### config.mk
export PLATFORM = sky130hd
export DESIGN_NAME = temp_monitor
export DESIGN_NICKNAME = d
export VERILOG_FILES = /design/src/rtl/temp_monitor.sv
export SDC_FILE = /design/constraint.sdc
export NUM_CORES = 1
export LEC_CHECK = 0
export CORE_ASPECT_RATIO = 1.2
export CORE_MARGIN = 2
export CORE_UTILIZATION = 60
export CTS_BUF_LIST = sky130_fd_sc_hd__clkbuf_8
export CTS_CLUSTER_DIAMETER = 150
export DETAILED_ROUTE_END_ITERATION = 6
export DONT_BUFFER_PORTS = 1
export MAX_ROUTING_LAYER = met4
export PLACE_DENSITY = 0.87
export SLEW_MARGIN = 10
export SYNTH_ARGS = -nofsm -noshare
export SYNTH_HDL_FRONTEND = slang
export SYNTH_SLANG_ARGS = --single-unit
### constraint.sdc
create_clock -name clk -period 4.05 [get_ports clk]
set_input_delay 1.215 -clock clk [delete_from_list [all_inputs] [get_ports clk]]
set_output_delay 1.215 -clock clk [all_outputs]
set_load 0.01 [all_outputs]
### src/rtl/temp_monitor.sv
// rtl/temp_monitor.sv - periodic temperature poller with timeout and hysteretic alarm
//
// Polls an I2C temperature reader every POLL_CYCLES+1 clocks, waits up to
// TIMEOUT_CYCLES for the sample, publishes it and keeps an over-temperature
// alarm with T_HIGH/T_LOW hysteresis.
// Optional feature: define TEMP_AVG_EN to publish a 4-sample running average.
//
// Ports:
//   clk          in   system clock
//   rst          in   synchronous active-high reset
//   monitor_en   in   polling enable (level)
//   TEMP_RD_en   out  one-cycle read request to the sensor reader
//   TEMP_DATA    in   raw signed 12-bit temperature (0.0625 C/LSB)
//   TEMP_DATA_en in   one-cycle strobe qualifying TEMP_DATA
//   temp_value   out  published signed temperature
//   temp_valid   out  one-cycle strobe on each temp_value update
//   over_temp    out  hysteretic over-temperature alarm
//   temp_fault   out  set when the sensor failed to answer in time
module temp_monitor #(
  parameter int                POLL_CYCLES    = 100_000_000,
  parameter int                TIMEOUT_CYCLES = 100_000,
  parameter logic signed [11:0] T_HIGH        = 12'h500,
  parameter logic signed [11:0] T_LOW         = 12'h4B0
) (
  input  logic        clk,
  input  logic        rst,
  input  logic        monitor_en,
  output logic        TEMP_RD_en,
  input  logic [11:0] TEMP_DATA,
  input  logic        TEMP_DATA_en,
  output logic [11:0] temp_value,
  output logic        temp_valid,
  output logic        over_temp,
  output logic        temp_fault
);

  localparam int PW = (POLL_CYCLES > 1) ? $clog2(POLL_CYCLES) : 1;
  localparam int TW = (TIMEOUT_CYCLES > 1) ? $clog2(TIMEOUT_CYCLES) : 1;
  localparam logic [PW-1:0] POLL_LAST = PW'(POLL_CYCLES - 1);
  localparam logic [TW-1:0] TO_LAST   = TW'(TIMEOUT_CYCLES - 1);

  localparam logic [1:0] ST_WAIT = 2'd0;
  localparam logic [1:0] ST_REQ  = 2'd1;
  localparam logic [1:0] ST_BUSY = 2'd2;

  logic [1:0]    state;
  logic [PW-1:0] poll_cnt;
  logic [TW-1:0] to_cnt;
  logic          accept;

  // Only a strobe seen while BUSY is a real answer; stray strobes are dropped.
  assign accept = (state == ST_BUSY) && TEMP_DATA_en;

`ifdef TEMP_AVG_EN
  logic [11:0]        hist [4];
  logic               hist_full;
  logic               avg_pend;
  logic signed [13:0] avg_sum;

  always_comb begin
    avg_sum = 14'(signed'(hist[0])) + 14'(signed'(hist[1]))
            + 14'(signed'(hist[2])) + 14'(signed'(hist[3]));
  end
`endif

  always_ff @(posedge clk) begin
    if (rst) begin
      state      <= ST_WAIT;
      poll_cnt   <= '0;
      to_cnt     <= '0;
      TEMP_RD_en <= 1'b0;
      temp_value <= 12'h000;
      temp_valid <= 1'b0;
      over_temp  <= 1'b0;
      temp_fault <= 1'b0;
`ifdef TEMP_AVG_EN
      for (int i = 0; i < 4; i++) hist[i] <= 12'h000;
      hist_full  <= 1'b0;
      avg_pend   <= 1'b0;
`endif
    end else begin
      TEMP_RD_en <= 1'b0;
      temp_valid <= 1'b0;

      case (state)
        ST_WAIT: begin
          if (monitor_en) begin
            if (poll_cnt == POLL_LAST) begin
              poll_cnt <= '0;
              state    <= ST_REQ;
            end else begin
              poll_cnt <= poll_cnt + PW'(1);
            end
          end else begin
            poll_cnt <= '0;
          end
        end
        ST_REQ: begin
          TEMP_RD_en <= 1'b1;
          to_cnt     <= '0;
          state      <= ST_BUSY;
        end
        ST_BUSY: begin
          to_cnt <= to_cnt + TW'(1);
          // Checked first so a strobe on the timeout cycle still counts.
          if (TEMP_DATA_en) begin
            temp_fault <= 1'b0;
            state      <= ST_WAIT;
          end else if (to_cnt == TO_LAST) begin
            temp_fault <= 1'b1;
            state      <= ST_WAIT;
          end
        end
        default: state <= ST_WAIT;
      endcase

`ifdef TEMP_AVG_EN
      if (accept) begin
        if (!hist_full) begin
          // Preload so the first published average equals the first sample.
          for (int i = 0; i < 4; i++) hist[i] <= TEMP_DATA;
          hist_full <= 1'b1;
        end else begin
          hist[3] <= hist[2];
          hist[2] <= hist[1];
          hist[1] <= hist[0];
          hist[0] <= TEMP_DATA;
        end
      end
      avg_pend <= accept;
      if (avg_pend) begin
        temp_value <= 12'(avg_sum >>> 2);
        temp_valid <= 1'b1;
      end
`else
      if (accept) begin
        temp_value <= TEMP_DATA;
        temp_valid <= 1'b1;
      end
`endif

      // Alarm follows the freshly published value one cycle later.
      if (temp_valid) begin
        if ($signed(temp_value) >= T_HIGH)
          over_temp <= 1'b1;
        else if ($signed(temp_value) <= T_LOW)
          over_temp <= 1'b0;
      end
    end
  end

endmodule

* After elaboration in Yosys (flattened, before gate mapping)
Cells that the tools add are included.
** Cells by class
- Muxes and demuxes :: 14
- Reductions and logical operators :: 8
- Add/subtract/negate cells :: 2
- Magnitude comparators :: 2
- Equal/unequal tests :: 7
** Operators by type and width (count)
- $mux W27 :: 2
- $pmux W17 S2 :: 1
- $add A27 B1 Y27 const B :: 1
- $eq A27 B27 Y1 const B :: 1
- $add A17 B1 Y17 const B :: 1
- $eq A17 B17 Y1 const B :: 1
- $ge A12 B12 Y1 const B :: 1
- $le A12 B12 Y1 const B :: 1
- $mux W2 :: 4
- $mux W1 :: 6
- $pmux W2 S3 :: 1
- $reduce_bool A2 Y1 :: 3
- $ne A2 B2 Y1 const B :: 2
- $reduce_and A2 Y1 :: 2
- $ne A3 B2 Y1 const B :: 1
- $reduce_and A3 Y1 :: 1
- $eq A2 B1 Y1 const B :: 1
- $eq A2 B2 Y1 const B :: 1
- $logic_not A2 Y1 :: 1
- $logic_and A1 B1 Y1 :: 1
** Storage, ports and cells
- Register bits :: 62
- Word-level logic and storage cells :: 41
- Bits of input ports :: 16

* Depth between registers and ports, before layout
Gate-level depths: netlist of run 1.
- Depth after elaboration :: 4
- Mapped depth :: 8
- Gate-level depth less buffers :: 7

* Worst setup path after synthesis of run 1
OpenSTA, ideal clock, no wires.
- Path type :: input port to flip-flop
- Start :: input port monitor_en
- End :: register poll_cnt[26]
- Data required time :: 3.976 ns
- Stages :: 6
- Buffers on the path :: 1
- Arrival :: 2.242 ns
- Setup slack :: 1.734 ns
- Cell sequence :: nand2_1 -> or2_2 -> a31oi_4 -> buf_2 -> a31oi_1 -> a31oi_1
** On the way
- Longest elaborated chain between the ends :: 1
** RTL lines
- start: declaration :: RTL line 27 : input logic monitor_en,
- $mux W27 :: RTL line 87 : if (monitor_en) begin
- end signal: assignment :: RTL line 92 : poll_cnt <= poll_cnt + PW'(1);
- end: declaration :: RTL line 47 : logic [PW-1:0] poll_cnt;
Every way passes these cells.
A chain may end at the register's enable or synchronous reset.

* Worst setup path after layout of run 1
- Start :: input port monitor_en
- End :: register poll_cnt[25]
The elaborated chain is that of the path after synthesis.

==> results of run 1 <==
## report_power, final
part           leakage [nW]  internal [W]  switching (W)  total (W)
Clock                 0.118      0.000368       0.000264   0.000633
Sequential            0.500      0.000620      0.0000109   0.000631
Combinational         0.489     0.0000327      0.0000522  0.0000849
Total                  1.11       0.00102       0.000327    0.00135
## kinds of logic (layout without fill, tap and decap cells)
group                    Yosys count  after routing
AO/OA/AOI/OAI                     83             83
AND/OR/NAND/NOR                  163            163
buffers and inverters             22             26
multiplexers                       5              5
flip-flops                        62             62
adder cells (fa/ha/maj)            6              6
XOR/XNOR                          13             13
## per-stage QoR
step           total power, W  area [sq um]  utilization
3_5_place_dp        0.0007287          2960       0.6350
5_1_grt              0.001390          3189       0.6841
2_1_floorplan       0.0007191          2943            -
3_3_place_gp        0.0007254          2960       0.6350
4_1_cts              0.001350          3189       0.6841
6_report             0.001348          3189       0.6841
## final timing paths
| check | endpoint | slack (ns) | depth (start not counted) |
|---|---|---|---|
| worst max-delay path | poll_cnt[25] | 1.44 | 5 |
| worst min register to register | poll_cnt[7] | 0.48 | 1 |
| worst max register to register | poll_cnt[25] | 1.46 | 7 |
| worst min-delay path | poll_cnt[7] | 0.48 | 1 |
## worst reg2reg max path: stages, from the launching register on
cell and delay (ns):
dfxtp_1 0.32, inv_1 0.12, ha_1 0.34, nand2_1 0.13, or2_2 0.31, a31oi_4 0.70, o21ai_0 0.33, a31oi_1 0.26
## flip-flops by register name, indices dropped and copies added, names as in the netlist
| name | flops |
|---|---|
| TEMP_RD_en | 1 |
| temp_fault | 1 |
| to_cnt | 17 |
| state | 2 |
| temp_value | 12 |
| poll_cnt | 27 |
| over_temp | 1 |
| temp_valid | 1 |
## area by class of cell
cell class,count,area [sq um],share of cell area
Multi-Input combinational cell,270,1609,0.5045
Sequential cell,62,1241,0.3892
Clock buffer,10,137.6,0.04315
Clock inverter,6,91.34,0.02864
Tap cell,58,72.57,0.02275
Inverter,10,37.54,0.01177
## per-layer routing
metal  global-route usage  vias up
met5                    -        -
met4               0.1780        0
met3              0.06723       22
met2               0.4456       73
met1               0.2906     1240
li1                     -     1281
## cells in the mapped netlist (3+ instances only)
master / count
ha_1: 6
and3_1: 7
or3_1: 8
nor4_1: 3
a21o_1: 4
nor2_1: 28
nand2_1: 48
a21oi_1: 35
a22o_1: 6
o21ai_0: 14
xor2_1: 6
nand2b_1: 7
nor3_1: 10
or2_2: 4
dfxtp_1: 62
xnor2_1: 7
nand3_1: 18
or4_1: 3
nand4_1: 11
and4_1: 3
inv_1: 10
a31oi_1: 12
nand3b_1: 3
mux2i_1: 3
clkbuf_1: 8
==> impl_results.md, run 1 <==
* Routed length per instance at approximately 16 um
* Finished Layout Cells at around 420
* Pre-antenna DRT Iters at 4
* Final Skew at 0.01035 ns
* Largest net degree at the start of global routing at 38
* H-tree Lvls at 3
* Pwr dens at about 420 nW/um^2
* Post-route DRC at 0
* Hold Path Class: flop to flop
* GP Congestion at 0.8356
* Async set-reset flop share out of synthesis at 0
* Leading area contributor after synthesis: dfxtp_1
* FF+latch count, synth at 62
* Endpoints failing setup at 0
* Highest routed layer: met4
* Initial Util at 0.6312
* Worst Path Arrival at 2.88 ns
* Worst slew pin tran at 0.8733 ns
* HPWL Detailed at approximately 4.3 mm
* Ratio of cells with drive above 1 in the final layout at 0.07821
* Fin crit share at 0.6437
* Status: completed
* CTS Hold Buffers Added at 0
* GRT Total Usage at 0.2740
* Post-synthesis sequential area ratio at 0.4218
* Vias at around 2600
* Simple-Gate Fraction of Synth Area at 0.2883
* Diodes inserted at 0
* Cell area after synthesis at 2943 sq um
* Commonest non-fill, non-tap cell in the layout: dfxtp_1
* Fmax at 383.6 MHz
* Global-route wire length before repair at 10.94 mm
* Post-DR vias/cell at ~6.3
* Pre-CTS WS at 1.253 ns
* Area Overhead vs Synth at 8.376%
* Yosys cell types at 48
* Port buffer count at 0
* CORE AREA at 4662 sq um
* Slew HR at 0.4178
* Met2 Routed Length at around 3.3 mm
* Worst Path Required at between 4 and 5 ns
* Met3 WL post-DR at about 300 um
* Mux cell area share after synthesis at 0.01786
* Final nets at 375
* Crit-path max FO at 37
* R2R Path Start: state[1]
* Compound-Gate Fraction of Synth Area at 0.1764
* Final wirelength at 6.546 mm
* VDD IR-drop max at 0.0002569 V
* Slew Viols, Final at 0
* Synth Flop Type: dfxtp_1
* Die ar. at ~5500 sq um
* Adder-cell share of the synthesized area at 0.02551
* Synth warn at 0
* Commonest non-fill, non-tap cells in the layout: dfxtp_1 (62), nand2_1 (48), a21oi_1 (35)
* Filler instances at ~370
* Die X at 67.93 um
* Main area contributors after synthesis: dfxtp_1 (42%), nand2_1 (6.1%), a21oi_1 (6.0%)
* Final WS setup at 1.443 ns
* Net Count, Synth at between 300 and 400
* Max-cap viol count at 0
* Critical-path top delay cell: a31oi_4
* Gr ovfl total at 0
* Leak at 1.106 nW
* Initial drt markers at 255
* Placed insts at 400
* Top cell type's share of synthesized area at 0.4218
* Root Buffer: clkbuf_8
* TritonCTS buffer count at 9
* CP endpoint kind: flop
* Startpoint class of the critical path: input port
* TNS Setup at 0 ns
* WHS at 0.4814 ns
* CTS tree: yes
* Top-Level Pins at 32
* Final Hold Vio Count at 0
* Cts repair resizes at 0
* Post-CTS Setup Repair Bufs at 0
* EDFF count, synth at 0
* Num Clock Sinks at 62
* Hold Crit Start: poll_cnt[7]
* Worst-skew pair later-pin latency at roughly 0.36 ns
* Combinational family with the most area after synthesis: simple AND/OR/NAND/NOR gates
* WL met1 at 2.732 mm
* Initial antenna violation count at 0
* CP Cell Sequence: nand2_1 > or2_2 > a31oi_4 > o21ai_0 > a31oi_1
* Xor and xnor area share after synthesis at 0.03869
* Critical path startpoint: monitor_en
* Critical path buffer and inverter count at 0
* CP peak stage delay at 0.70 ns
* Vias in the first global route at approximately 2600
* Clock Pin Slew Worst Setup and Hold Paths at 0.07 ns
* Antenna-violating nets left at 0
* Max clock buf depth at 2
* Die Height at 80.72 um
* CP delay by family, top: compound AO/OA/AOI/OAI gates
* Placement Rows at 27
* Synthesized instance count at 354
* WS Path Type: input port to flop
* Mapped Avg Cell Area at ~8.3 sq um
* Final worst path period need at 2.607 ns
* RSZ-0062 raised after global routing: no
Note: power is estimated with default switching activity, not from simulation.
==> run 2: changes to the inputs <==
CORE_UTILIZATION = 59   (was 60)
PLACE_DENSITY = 0.89   (was 0.87)
clock period = 2.16 ns   (was 4.05 ns; I/O delays follow)
==> impl_results.md, run 2 (same netlist as run 1, synthesis figures left out) <==
* Status: completed
* CORE AREA at 4870 sq um (+4.5%)
* Top-Level Pins at 32 (unchanged)
* Worst Path Required at 2.41 ns (-1.91 ns)
* Sequential share of power at 0.453 (-0.015)
* Final wirelength at 7.372 mm (+13%)
* Biggest regs: poll_cnt: 27 flops, to_cnt: 17 flops, temp_value: 12 flops
* Critical-path top delay cell: or4b_4
* Commonest non-fill, non-tap cell in the layout: dfxtp_1
* CP peak stage delay at 0.54 ns (-0.16 ns)
* Comb power frac at 0.077 (+0.014)
* Die X at 68.47 um (+0.79%)
* Initial Util at 0.6043 (-0.02692)
* Routed length per instance at 16.46 um (+4.6%)
* Post-route DRC at 0 (unchanged)
* Crit-path max FO at 4 (-89%)
* Max clock buf depth at 2 (unchanged)
* CP delay by family, top: simple AND/OR/NAND/NOR gates
* Final Hold Vio Count at 0 (unchanged)
* CP Cell Sequence: or4b_4 > nor4_4 > nand4_1 > a21oi_2 > mux2_2
* Area Overhead vs Synth at 17.60%
* Worst Path Arrival at 2.40 ns (-0.48 ns)
* Pre-antenna DRT Iters at 5 (+1)
* Ratio of cells with drive above 1 in the final layout at 0.1624 (+0.08416)
* Port buffer count at 0 (unchanged)
* Initial antenna violation count at 0 (unchanged)
* Internal power at 0.002012 W (+97%)
* Num Clock Sinks at 62 (unchanged)
* WHS at 0.3518 ns (-0.1296 ns)
* TritonCTS buffer count at 9 (unchanged)
* H-tree Lvls at 3 (unchanged)
* Critical path buffer and inverter count at 0 (unchanged)
* Vias in the first global route at 2495 (-2.7%)
* Vias at 2807 (+7.3%)
* Gr ovfl total at 0 (unchanged)
* HPWL Detailed at 4.676 mm (+7.9%)
* TNS Setup at 0 ns (unchanged)
* Pwr dens at 756.5 nW/um^2 (+79%)
* Clock Pin Slew Worst Setup and Hold Paths at 0.07 ns (about the same)
* Max-cap viol count at 0 (unchanged)
* Startpoint class of the critical path: flop
* Final Skew at 0.008405 ns (-0.001944 ns)
* Filler instances at 359 (-1.6%)
* Final worst path period need at 2.148 ns
* Slew Viols, Final at 0 (unchanged)
* Root Buffer: clkbuf_8
* R2R Path Start: poll_cnt[10]
* Sw power at 0.0006061 W (+85%)
* Sw frac at 0.2315 (-0.01122)
* Post-DR vias/cell at 6.266 (-0.36%)
* Antenna-violating nets left at 0 (unchanged)
* Fin crit share at 0.9946
* Diodes inserted at 0 (unchanged)
* Leak at 1.266 nW (+15%)
* Die ar. at 5571 sq um (+1.6%)
* GP Congestion at 1.001 (+20%)
* CP endpoint kind: flop
* Initial drt markers at 296 (+16%)
* Max FFs per register at 27 (unchanged)
* VDD IR-drop max at 0.0006444 V (+150%)
* Final nets at 405 (+8.0%)
* Critical path startpoint: poll_cnt[10]
* Placement Rows at 28 (+3.7%)
* Largest net degree at the start of global routing at 34 (-11%)
* Largest Register: poll_cnt
* WS Path Type: flop to flop
* Fmax at 465.5 MHz
* Endpoints failing setup at 0 (unchanged)
* Global-route wire length before repair at 11.51 mm (+5.2%)
* CTS tree: yes
* Slew HR at 0.6430 (+0.2252)
* Hold Crit Start: rst
* Worst-skew pair later-pin latency at 0.36 ns (about the same)
* Power share of the clock group at 0.470 (about the same)
* Die Height at 81.37 um (+0.81%)
* Worst slew pin tran at 0.5314 ns (-0.3419 ns)
* GRT Total Usage at 0.2830 (+0.008941)
* Commonest non-fill, non-tap cells in the layout: dfxtp_1 (62), nand2_1 (48), a21oi_1 (34)
* Hold Path Class: input port to flop
run 2: cell type report:
| cell class | instances | area (sq um) | share of cell area |
|---|---|---|---|
| Clock buffer | 9 | 123.9 | 0.03579 |
| Clock inverter | 7 | 112.6 | 0.03254 |
| Inverter | 10 | 37.54 | 0.01085 |
| Multi-Input combinational cell | 270 | 1633 | 0.4718 |
| Sequential cell | 62 | 1241 | 0.3586 |
| Tap cell | 60 | 75.07 | 0.02169 |
| Timing Repair Buffer | 30 | 237.7 | 0.06869 |
run 2: final timing paths:
check                                endpoint  slack [ns]  depth (start not counted)
worst max-delay path                 state[1]        0.01                          5
worst min-delay path            temp_value[3]        0.35                          1
worst max register to register       state[1]        0.01                          5
worst min register to register   poll_cnt[26]        0.48                          1
run 2: repair_timing:
action / in CTS / in global routing
buffers inserted: 0 / 3
hold buffers: 0 / 0
resized for setup: 0 / 5
endpoints found under the setup margin: 0 / 8
run 2: per-stage QoR:
step | area [sq um] | utilization | cells | power (W) | setup slack, ns
2_1_floorplan | 2943 | - | 354 | 0.001348 | 0.1169
3_3_place_gp | 3178 | 0.6526 | 429 | 0.001389 | 0.09455
3_5_place_dp | 3178 | 0.6526 | 429 | 0.001398 | 0.05165
4_1_cts | 3415 | 0.7012 | 445 | 0.002602 | 0.04290
5_1_grt | 3461 | 0.7107 | 448 | 0.002693 | -0.08794
6_report | 3461 | 0.7107 | 448 | 0.002618 | 0.01177
run 2: power groups by stage:
stage                     combinational [W]  sequential (W)  clock (W)
after floorplan                    0.000144         0.00120          0
after global routing               0.000228         0.00119    0.00128
final                              0.000203         0.00119    0.00123
after detailed placement           0.000190         0.00121          0
after CTS                          0.000193         0.00118    0.00123
after global placement             0.000183         0.00121          0
run 2: per-layer routing:
layer,GRT usage,part of all wire
met2,0.4548,0.52
met5,-,0
met1,0.3296,0.39
met4,0.1020,0.019
met3,0.08587,0.073
==> run 3: changes to the inputs <==
CORE_UTILIZATION = 30   (was 59)
PLACE_DENSITY = 0.48   (was 0.89)
==> impl_results.md, run 3 (same netlist as run 1, synthesis figures left out) <==
* Clock Pin Slew Worst Setup and Hold Paths at 0.07 ns (about the same)
* Filler instances at 986 (+170%)
* Commonest non-fill, non-tap cells in the layout: dfxtp_1 (61), nand2_1 (48), a21oi_1 (34), buf_4 (34), nor2_1 (28)
* Placement Rows at 39 (+39%)
* Initial antenna violation count at 0 (unchanged)
* Power Total at 0.002540 W (-3.0%)
* RSZ-0062 raised after global routing: yes
* CP endpoint kind: flop
* Worst Path Required at 2.39 ns (-0.02 ns)
* Power share of the clock group at 0.453 (-0.017)
* Routed length per instance at 14.10 um (-14%)
* Vias in the first global route at 2506 (+0.44%)
* Antenna-violating nets left at 0 (unchanged)
* CORE AREA at 9515 sq um (+95%)
* Sw power at 0.0006293 W (+3.8%)
* WS Path Type: flop to flop
* Root Buffer: clkbuf_8
* Biggest regs: poll_cnt: 27 flops, to_cnt: 17 flops, temp_value: 12 flops
* Sequential share of power at 0.465 (+0.012)
* Max-cap viol count at 0 (unchanged)
* Post-DR vias/cell at 5.130 (-18%)
* Crit-path max FO at 6 (+2)
* TNS Setup at 0 ns (unchanged)
* Die X at 94.41 um (+38%)
* Largest net degree at the start of global routing at 34 (unchanged)
* HPWL Detailed at 5.249 mm (+12%)
* Final Hold Vio Count at 0 (unchanged)
* Fmax at 474.8 MHz (+2.0%)
* CTS Hold Buffers Added at 0 (unchanged)
* Hold Path Class: input port to flop
* VDD IR-drop max at 0.0004641 V (-28%)
* H-tree Lvls at 3 (unchanged)
* TritonCTS buffer count at 9 (unchanged)
* Final wirelength at 7.277 mm (-1.3%)
* Global-route wire length before repair at 12.32 mm (+7.0%)
* Ratio of cells with drive above 1 in the final layout at 0.1730 (+0.01066)
* Vias at 2647 (-5.7%)
* Pre-antenna DRT Iters at 4 (-1)
* Startpoint class of the critical path: flop
* Post-route DRC at 0 (unchanged)
* Gr ovfl total at 0 (unchanged)
* Final WS setup at 0.05392 ns (+0.04216 ns)
* Fin crit share at 0.9750 (-0.01952)
* Die ar. at 10620 sq um (+91%)
* Internal power at 0.001911 W (-5.0%)
* GP Congestion at 0.8158 (-18%)
* Num Clock Sinks at 62 (unchanged)
* Pwr dens at 713.1 nW/um^2 (-5.7%)
* Max FFs per register at 27 (unchanged)
* Initial drt markers at 119 (-60%)
* Slew HR at 0.6191 (-0.02398)
* Status: completed
* Endpoints failing setup at 0 (unchanged)
* Max clock buf depth at 2 (unchanged)
* Crit path top cell by count: buf_4
* Port buffer count at 0 (unchanged)
* Top-Level Pins at 32 (unchanged)
* Diodes inserted at 0 (unchanged)
* Worst slew pin tran at 0.5714 ns (+0.04006 ns)
* Leak at 1.282 nW (+1.2%)
* Area Overhead vs Synth at 21.05%
* Final worst path period need at 2.106 ns (-0.04216 ns)
* Commonest non-fill, non-tap cell in the layout: dfxtp_1
* Worst Path Arrival at 2.34 ns (-0.06 ns)
* CP peak stage delay at 0.55 ns (about the same)
* Critical-path top delay cell: or4b_4
* Final Skew at 0.006705 ns (-0.001701 ns)
* Pre-CTS WS at 0.04773 ns (-0.003912 ns)
* CTS tree: yes
* Final nets at 410 (+1.2%)
* Comb power frac at 0.082 (+0.005)
* Initial Util at 0.3093 (-0.2950)
* Die Height at 112.5 um (+38%)
* Sw frac at 0.2477 (+0.01623)
* Worst-skew pair later-pin latency at 0.34 ns (-0.02 ns)
* CP Cell Sequence: or4b_4 > nor4_4 > a31oi_4 > buf_4 > buf_4 > a22o_1
* Slew Viols, Final at 0 (unchanged)
* GRT Total Usage at 0.1527 (-0.1303)
* Largest Register: poll_cnt
[run 3: timing repair]
| item | 4_1_cts | 5_1_grt |
|---|---|---|
| resized for setup | 0 | 8 |
| setup buffers | 0 | 3 |
| endpoints found under the setup margin | 0 | 7 |
[run 3: metrics by stage]
step           cells  hold WS (ns)  cell area [sq um]  utilization
2_1_floorplan    354        0.4303               2943            -
3_3_place_gp     497        0.4536               3294       0.3462
3_5_place_dp     497        0.4606               3294       0.3462
4_1_cts          513        0.3594               3516       0.3695
5_1_grt          516        0.3428               3562       0.3744
6_report         516        0.3727               3562       0.3744
[run 3: layout make-up]
class / instances / area [sq um] / area share
tap: 123 / 153.9 / 0.04320
clock buffer: 9 / 123.9 / 0.03477
inverter: 10 / 37.54 / 0.01054
timing repair buffer: 35 / 275.3 / 0.07727
multi-input combinational: 270 / 1632 / 0.4580
clock inverter: 7 / 97.59 / 0.02740
sequential: 62 / 1242 / 0.3488
[run 3: final timing paths]
kind / from / to / slack [ns] / depth (start not counted)
min: rst / poll_cnt[8] / 0.37 / 1
max reg2reg: poll_cnt[9] / poll_cnt[10] / 0.05 / 6
max: poll_cnt[9] / poll_cnt[10] / 0.05 / 6
min reg2reg: poll_cnt[26] / poll_cnt[26] / 0.46 / 1
[run 3: metal layers]
| metal | share of wire | global-route usage |
|---|---|---|
| met5 | 0 | - |
| met4 | 0.021 | 0.07246 |
| met3 | 0.049 | 0.03893 |
| met2 | 0.49 | 0.2400 |
| met1 | 0.44 | 0.1816 |
[run 3: worst max-delay path: cells and delay by family (launching register included)]
kind	cells	cell delay, ns
AOI/OAI and AO/OA	2	0.38
buffers and inverters	2	0.33
DFF	1	0.32
and+or+nand+nor	2	0.95
[run 3: power by group through the flow]
stage / Clock [W] / Combinational, W / Sequential [W]
2_1_floorplan: 0 / 0.000144 / 0.00120
3_3_place_gp: 0 / 0.000198 / 0.00121
3_5_place_dp: 0 / 0.000200 / 0.00121
4_1_cts: 0.00118 / 0.000201 / 0.00118
5_1_grt: 0.00125 / 0.000230 / 0.00118
6_report: 0.00115 / 0.000207 / 0.00118
